$ cat config.mk
export PLATFORM = sky130hd
export DESIGN_NAME = instruction_sequencer
export DESIGN_NICKNAME = d
export VERILOG_FILES = /design/src/rtl/instruction_sequencer.sv
export SDC_FILE = /design/constraint.sdc
export NUM_CORES = 1
export LEC_CHECK = 0
export ABC_AREA = 0
export CAP_MARGIN = 25
export CORE_UTILIZATION = 50
export CTS_BUF_LIST = sky130_fd_sc_hd__clkbuf_16
export CTS_CLUSTER_DIAMETER = 100
export DETAILED_ROUTE_END_ITERATION = 16
export DONT_BUFFER_PORTS = 1
export PLACE_DENSITY_LB_ADDON = 0.15
export SKIP_LAST_GASP = 1
export SLEW_MARGIN = 40
export SYNTH_ARGS = -nofsm -noshare
export SYNTH_HDL_FRONTEND = slang
export SYNTH_SLANG_ARGS = --single-unit
$ cat constraint.sdc
create_clock -name Clock -period 4.11 [get_ports Clock]
set_input_delay 0.411 -clock Clock [delete_from_list [all_inputs] [get_ports Clock]]
set_output_delay 0.411 -clock Clock [all_outputs]
set_load 0.05 [all_outputs]
$ cat src/rtl/instruction_sequencer.sv
// -----------------------------------------------------------------------------
// instruction_sequencer
//
// Fetch/decode front end for picoMips. Drives the program-memory address and
// decodes the 10-bit instruction ({opcode[9:4], imm[3:0]}) that the registered
// ROM returns one clock later. Implements the HEI stall: execution halts while
// the handshake switch equals imm[0] of an HEI instruction.
//
// Optional feature macro: SEQ_SW_SYNC_EN
//   defined   : SW8 passes through a two-flop synchroniser before use.
//   undefined : SW8 is used directly (synchronous sources only).
//
// Ports
//   Clock        in   system clock, rising edge
//   nReset       in   asynchronous active-low reset
//   Instruction  in   ROM data for the address driven in the previous cycle
//   SW8          in   handshake switch
//   Addr         out  program-memory address (combinational)
//   ExecValid    out  decoded controls valid and committing this cycle
//   ExecAddr     out  address of the instruction currently on Instruction
//   AluOp        out  00 PASS, 01 ADD, 10 MUL
//   SrcSel       out  00 switches, 01 register, 10 immediate
//   Imm          out  sign-extended Instruction[3:0]
//   RegIdx       out  Instruction[3:0]
//   AccWe        out  accumulator write enable
//   RegWe        out  register-file write enable
//   Stalled      out  HEI holding execution
//   IllegalOp    out  sticky: an undefined opcode has been executed
// -----------------------------------------------------------------------------
module instruction_sequencer #(
  parameter int ADDR_W = 5,
  parameter int DATA_W = 8
) (
  input  logic                     Clock,
  input  logic                     nReset,
  input  logic [9:0]               Instruction,
  input  logic                     SW8,
  output logic [ADDR_W-1:0]        Addr,
  output logic                     ExecValid,
  output logic [ADDR_W-1:0]        ExecAddr,
  output logic [1:0]               AluOp,
  output logic [1:0]               SrcSel,
  output logic signed [DATA_W-1:0] Imm,
  output logic [3:0]               RegIdx,
  output logic                     AccWe,
  output logic                     RegWe,
  output logic                     Stalled,
  output logic                     IllegalOp
);

  localparam logic [5:0] OP_NOP  = 6'd0;
  localparam logic [5:0] OP_HEI  = 6'd1;
  localparam logic [5:0] OP_LS   = 6'd2;
  localparam logic [5:0] OP_LR   = 6'd3;
  localparam logic [5:0] OP_AR   = 6'd4;
  localparam logic [5:0] OP_ADDI = 6'd5;
  localparam logic [5:0] OP_ADDR = 6'd6;
  localparam logic [5:0] OP_MULI = 6'd7;

  localparam logic [1:0] ST_BOOT = 2'd0;
  localparam logic [1:0] ST_RUN  = 2'd1;
  localparam logic [1:0] ST_WAIT = 2'd2;

  localparam logic [1:0] ALU_PASS = 2'b00;
  localparam logic [1:0] ALU_ADD  = 2'b01;
  localparam logic [1:0] ALU_MUL  = 2'b10;

  localparam logic [1:0] SRC_SW  = 2'b00;
  localparam logic [1:0] SRC_REG = 2'b01;
  localparam logic [1:0] SRC_IMM = 2'b10;

  function automatic logic signed [DATA_W-1:0] sext_imm(input logic [3:0] v);
    sext_imm = {{(DATA_W-4){v[3]}}, v};
  endfunction

  logic [ADDR_W-1:0] pc_q, pc_d;
  logic [ADDR_W-1:0] exec_addr_q, exec_addr_d;
  logic [1:0]        state_q, state_d;
  logic              illegal_q, illegal_d;
  logic              sw;

`ifdef SEQ_SW_SYNC_EN
  logic sw_meta_q, sw_sync_q;

  // SW8 is asynchronous to Clock: two flops before it reaches the halt decode.
  always_ff @(posedge Clock or negedge nReset) begin
    if (!nReset) begin
      sw_meta_q <= 1'b0;
      sw_sync_q <= 1'b0;
    end else begin
      sw_meta_q <= SW8;
      sw_sync_q <= sw_meta_q;
    end
  end

  assign sw = sw_sync_q;
`else
  assign sw = SW8;
`endif

  logic [5:0] op;
  logic [3:0] imm4;
  logic       running;
  logic       halt;

  assign op      = Instruction[9:4];
  assign imm4    = Instruction[3:0];
  assign running = (state_q != ST_BOOT);
  assign halt    = running && (op == OP_HEI) && (sw == imm4[0]);

  // Fetch control. During a halt the HEI word is refetched from its own
  // address so it reappears next cycle; on release PC is already pointing at
  // the successor, so no bubble is inserted.
  always_comb begin
    Addr        = pc_q;
    pc_d        = pc_q;
    exec_addr_d = exec_addr_q;
    state_d     = state_q;
    ExecValid   = 1'b0;
    Stalled     = 1'b0;
    if (!running) begin
      Addr        = pc_q;
      pc_d        = pc_q + ADDR_W'(1);
      exec_addr_d = pc_q;
      state_d     = ST_RUN;
    end else if (halt) begin
      Addr        = exec_addr_q;
      exec_addr_d = exec_addr_q;
      state_d     = ST_WAIT;
      Stalled     = 1'b1;
    end else begin
      Addr        = pc_q;
      pc_d        = pc_q + ADDR_W'(1);
      exec_addr_d = pc_q;
      state_d     = ST_RUN;
      ExecValid   = 1'b1;
    end
  end

  // Decode. Undefined opcodes fall through to the default and behave as NOP.
  always_comb begin
    AluOp  = ALU_PASS;
    SrcSel = SRC_SW;
    AccWe  = 1'b0;
    RegWe  = 1'b0;
    if (ExecValid) begin
      case (op)
        OP_LS:   begin SrcSel = SRC_SW;  AluOp = ALU_PASS; AccWe = 1'b1; end
        OP_LR:   begin SrcSel = SRC_REG; AluOp = ALU_PASS; AccWe = 1'b1; end
        OP_AR:   begin RegWe  = 1'b1; end
        OP_ADDI: begin SrcSel = SRC_IMM; AluOp = ALU_ADD;  AccWe = 1'b1; end
        OP_ADDR: begin SrcSel = SRC_REG; AluOp = ALU_ADD;  AccWe = 1'b1; end
        OP_MULI: begin SrcSel = SRC_IMM; AluOp = ALU_MUL;  AccWe = 1'b1; end
        default: begin end
      endcase
    end
  end

  assign illegal_d = illegal_q | (ExecValid && (op > OP_MULI));

  assign Imm       = sext_imm(imm4);
  assign RegIdx    = imm4;
  assign ExecAddr  = exec_addr_q;
  assign IllegalOp = illegal_q;

  always_ff @(posedge Clock or negedge nReset) begin
    if (!nReset) begin
      pc_q        <= '0;
      exec_addr_q <= '0;
      state_q     <= ST_BOOT;
      illegal_q   <= 1'b0;
    end else begin
      pc_q        <= pc_d;
      exec_addr_q <= exec_addr_d;
      state_q     <= state_d;
      illegal_q   <= illegal_d;
    end
  end

endmodule
==> results.yml, run 1 <==
status:
  status: "finished, final reports clean"
floorplan:
  fp.dieW_um: 41.1
  fp.coreArea_um2: 1370
  die_y_um: 41.1
  die_area_um2: 1690
  rows: 13
  initial_core_util_pct: 55.9
  num_io_pins: 44
synthesis:
  yosysTopAreaCell: "dfrtp_1"
  syn_nets: 85
  synth.distinct_cells: 29
  synth.top_cells.by_area: "dfrtp_1 (43%), buf_4 (12%), mux2_2 (7.4%)"
  synthCells: 71
  synth-seq-cells: 13
  synth_top_area_share_pct: 42.6
  avgSynthCellArea_um2: 10.7
  yosysWarnings: 0
  synth.cell_area_um2: 763
  seq_area_frac_synth_pct: 42.6
clocking:
  cts_tree: "done"
  cts_buffer_depth: 2
  cts-buffers-inserted: 3
  clk_pin_slew_ps: 40
  cts_max_level: 1
  clkSinkCount: 13
  cts_root_buf: "clkbuf_16"
  worstSkewPairLatency_ps: 240
pwr:
  power_density_nw_per_um2: 831
  power_frac_seq_pct: 45.4
  power.leakage_nw: 0.321
  internal_power_w: 0.000354
  vdd.ir_drop.worst_mv: 0.554
  power_frac_clock_pct: 27.0
  p_sw_share_pct: 46.2
  p_switching_w: 0.000304
  p_comb_share_pct: 27.7
route:
  vias: 468
  wire_per_inst_um: 14.8
  drc_errors: 0
  drt_first_pass_iters: 3
  drt_iter0_drc: 3
  avgViaCountPerCell: 5.85
  drt-total-wl_mm: 1.19
  ant_nets: 0
timing:
  finalCriticalPeriod_ps: 2810
  finalSetupTns_ps: 0
  slew_violations: 0
  skew_ps: 3.69
  relSlewSlack_pct: 61.1
  setup_viol_count_final: 0
  finalCritPeriodShare_pct: 68.3
  tightest_slew_ps: 581
  max_freq_ghz: 0.356
  hold_viol: 0
  rsz0062_at_grt: "no"
setup_path:
  critPathRequiredTime_ps: 3700
  worstPathMaxFanout: 9
  start_kind: "primary input"
  worstSetupPathType: "primary input to output pin"
  end_kind: "output pin"
  cp.arrival_ps: 2400
run:
  cap_viol_max_count: 0
final_layout:
  ff_latch_area_um2: 325
  drive_gt1_share_pct: 30.8
  multiInputGateArea_um2: 323
  fin_nets: 80
  synthToLayoutAreaGrowth_pct: 3.77
  antennaDiodeCount: 0
  nFillCells: 120
  finish.utilization_pct: 58.0
global_routing:
  grt_max_degree: 14
  overflow: 0
  grt_pass1_vias: 420
  antenna_found_initial: 0
  grt_use_total_pct: 16.2
  grt_pass1_wl_mm: 1.71
place:
  place.gp.congestion: 0.709
  hpwlAfterDp_um: 858
  io_buffer_count: 0
min_path:
  hold_class: "primary input to flop"
-- worst max-delay path: stages --
cell	delay, ps
or3_1	500
nor4_4	580
buf_4	330
inv_4	50
mux2_1	520
-- synth_stat cells --
| cell | count |
|---|---|
| dfrtp_1 | 13 |
| buf_4 | 12 |
| mux2_2 | 5 |
| nor2_1 | 4 |
| o21ai_0 | 4 |
| xnor2_1 | 3 |
| and3_1 | 2 |
| inv_1 | 2 |
| nand2_1 | 2 |
| nor3_1 | 2 |
| or3_1 | 2 |
| or4_2 | 2 |
| xor2_1 | 2 |
| a21o_2 | 1 |
| a21oi_1 | 1 |
| and4_1 | 1 |
| buf_6 | 1 |
| clkbuf_2 | 1 |
| ha_1 | 1 |
| inv_4 | 1 |
| mux2_1 | 1 |
| nand2b_1 | 1 |
| nor4_4 | 1 |
| o211ai_1 | 1 |
| o311ai_0 | 1 |
| o41ai_1 | 1 |
| or2_2 | 1 |
| or3b_1 | 1 |
| or3b_2 | 1 |
-- final cells by class --
type	count	share of cell area (%)
Clock buffer	3	9.48
Sequential cell	13	41.1
Timing Repair Buffer	4	4.11
Inverter	3	1.74
Clock inverter	1	0.474
Multi-Input combinational cell	41	40.8
Tap cell	15	2.37
-- state kept, by name, indices dropped and copies added, names as in the netlist --
register   flops
ExecAddr       5
IllegalOp      1
pc_q           5
state_q        2
-- logic make-up after synthesis --
group | synth area share, %
AO/OA/AOI/OAI | 7.71
multiplexers | 8.85
AND/OR/NAND/NOR | 17.7
adder cells (fa/ha/maj) | 1.64
XOR/XNOR | 5.74
buffers and inverters | 15.7
flip-flops | 42.6
-- metal layers --
metal	global-route usage (%)	vias to the layer above	part of all wire (%)
li1	-	227	-
met1	18.6	220	43
met2	26.2	19	48
met3	3.80	2	8.1
met4	11.7	0	1.2
met5	0	-	0
-- stage by stage --
stage / hold WS (ps) / area [um2] / std cells / worst slack (ps) / total power, W
floorplan: 115 / 763 / 71 / 1230 / 0.000489
global placement: 116 / 698 / 75 / 1330 / 0.000478
detailed placement: 116 / 701 / 75 / 1260 / 0.000481
CTS: 516 / 790 / 80 / 1250 / 0.000664
global route: 546 / 792 / 80 / 1160 / 0.000689
finish: 512 / 792 / 80 / 1300 / 0.000658
-- placed cells by master, fill, tap and decap left out, drive strengths merged, types with 2 or more instances in the layout --
cell type,instances
nand2,2
mux2,6
nor3,2
xnor2,3
buf,3
dfrtp,13
and3,2
o21ai,4
or3,2
nor2,4
xor2,2
or4,2
inv,4
clkbuf,3
or3b,2
-- final timing paths --
path / start / slack, ps / cells after the start / endpoint
max: Instruction[7] / 1300 / 5 / Addr[0]
min: Instruction[6] / 510 / 2 / state_q[1]
max reg2reg: state_q[1] / 1910 / 5 / ExecAddr[0]
min reg2reg: pc_q[2] / 530 / 1 / pc_q[2]
max in group asynchronous: nReset / 3110 / 1 / IllegalOp
min in group asynchronous: nReset / 610 / 1 / ExecAddr[4]
-- timing repair --
action / CTS / global route
setup buffers: 0 / 0
hold endpoints to repair: 13 / 0
hold buffers: 1 / 0
gates resized for setup: 0 / 0
-- power groups by stage --
stage                     clock network (W)  logic, W  registers (W)
after CTS                          0.000181  0.000184       0.000299
final                              0.000177  0.000182       0.000298
after detailed placement                  0  0.000180       0.000301
after global routing               0.000187  0.000196       0.000307
after floorplan                           0  0.000201       0.000288
after global placement                    0  0.000178       0.000301
No activity file was read; power rests on OpenSTA's default activity.
==> run 2: changes to the inputs <==
- clock period: 4.11 -> 2.3 ns (I/O delays scaled with it)
==> results.yml, run 2 (same netlist as run 1, synthesis figures left out) <==
setup_path:
  critPathRequiredTime_ps: 2070
  worstSetupPathType: "flop to output pin"
  critPathLaunch: "state_q[1]"
  r2r_start: "state_q[1]"
  start_kind: "flop"
  end_kind: "output pin"
  worstPathMaxFanout: 6
  cp.arrival_ps: 1780
route:
  drt_first_pass_iters: 4
  avgViaCountPerCell: 5.85
  drt_iter0_drc: 10
  m1WireLength_um: 575
  met2_length_um: 546
  met3_wirelength_um: 95
  vias: 491
  wire_per_inst_um: 14.6
  top_layer: "met4"
  drc_errors: 0
  ant_nets: 0
  drt-total-wl_mm: 1.23
pwr:
  internal_power_w: 0.000660
  power_density_nw_per_um2: 1430
  p_comb_share_pct: 29.3
  power_frac_clock_pct: 26.0
  fin_total_pwr_w: 0.00120
  vdd.ir_drop.worst_mv: 0.746
  power.leakage_nw: 0.358
  power_frac_seq_pct: 44.7
  p_switching_w: 0.000539
  p_sw_share_pct: 44.9
global_routing:
  overflow: 0
  grt_pass1_vias: 406
  grt_pass1_wl_mm: 1.75
  grt_max_degree: 14
  antenna_found_initial: 0
  grt_use_total_pct: 16.4
min_path:
  hold_class: "primary input to flop"
  hp-start: "Instruction[6]"
clocking:
  cts_tree: "done"
  cts-buffers-inserted: 3
  holdBufCountCts: 1
  clk_pin_slew_ps: 40
  cts_root_buf: "clkbuf_16"
  postCtsSetupBuffers: 0
  worstSkewPairLatency_ps: 240
  cts_resized: 0
  cts_buffer_depth: 2
  cts_max_level: 1
  clkSinkCount: 13
place:
  hpwlAfterDp_um: 909
  place.gp.congestion: 0.712
  io_buffer_count: 0
floorplan:
  initial_core_util_pct: 55.9
  die_y_um: 41.1
  fp.dieW_um: 41.1
  rows: 13
  fp.coreArea_um2: 1370
  num_io_pins: 44
  die_area_um2: 1690
final_layout:
  antennaDiodeCount: 0
  fin_nets: 84
  layout.cells.most_common_list: "dfrtp_1 (13), buf_4 (7), mux2_4 (5)"
  layout_commonest_cell: "dfrtp_1"
  drive_gt1_share_pct: 36.2
  synthToLayoutAreaGrowth_pct: 10.2
timing:
  finalCriticalPeriod_ps: 2010
  setup_viol_count_final: 0
  tightest_slew_ps: 559
  finalCritPeriodShare_pct: 87.4
  relSlewSlack_pct: 62.6
  slew_violations: 0
  worst_hold_slack_ps: 355
  skew_ps: 1.39
  rsz0062_at_grt: "no"
  hold_viol: 0
  max_freq_ghz: 0.497
run:
  cap_viol_max_count: 0
status:
  status: "finished, final reports clean"
-- run 2: changes by cell type in the layout (fill, tap and decap cells not counted) --
cell    previous run  this run
mux2_1             1         0
nor2_2             2         1
mux2_2             5         1
or3b_1             1         0
buf_4              3         7
nor2_1             2         3
or3b_4             0         1
mux2_4             0         5
-- run 2: final cells by class --
cell class	instances	area, um2
flip-flops and latches	13	325
multi-input cells	41	342
repair buffers	8	62.6
inverters	3	13.8
fillers	118	526
clock buffers	3	75.1
clock inverters	1	3.75
well taps	15	18.8
-- run 2: routing by layer --
| metal | vias up | track usage [%] |
|---|---|---|
| li1 | 236 | - |
| met1 | 228 | 22.5 |
| met2 | 24 | 21.9 |
| met3 | 3 | 10.3 |
| met4 | 0 | 2.50 |
| met5 | - | 0 |
-- run 2: power by group through the flow --
stage	clock, W	combinational [W]	sequential (W)
detailed placement	0	0.000349	0.000541
finish	0.000312	0.000351	0.000536
CTS	0.000321	0.000355	0.000538
floorplan	0	0.000389	0.000518
global route	0.000331	0.000380	0.000556
global placement	0	0.000344	0.000539
-- run 2: critical path: stages, from the launching register on --
cell and delay [ps]:
dfrtp_1 390, nor2_1 420, nor4_4 100, buf_4 190, inv_4 60, mux2_4 380
-- run 2: worst paths after layout --
path | end | slack (ps) | cells after the start
setup / recovery | Addr[0] | 290 | 5
hold / removal | pc_q[4] | 360 | 3
setup reg to reg | ExecAddr[0] | 610 | 5
hold reg to reg | pc_q[2] | 530 | 1
max in group asynchronous | pc_q[0] | 1510 | 1
min in group asynchronous | ExecAddr[2] | 430 | 1
-- run 2: stage by stage --
step | std cells | util, % | setup slack [ps] | TNS [ps] | area, um2
floorplan | 71 | - | -207 | -1830 | 796
global placement | 79 | 55.0 | 498 | 0 | 752
detailed placement | 79 | 55.0 | 466 | 0 | 752
CTS | 84 | 61.5 | 274 | 0 | 841
global route | 84 | 61.5 | 222 | 0 | 841
finish | 84 | 61.5 | 289 | 0 | 841
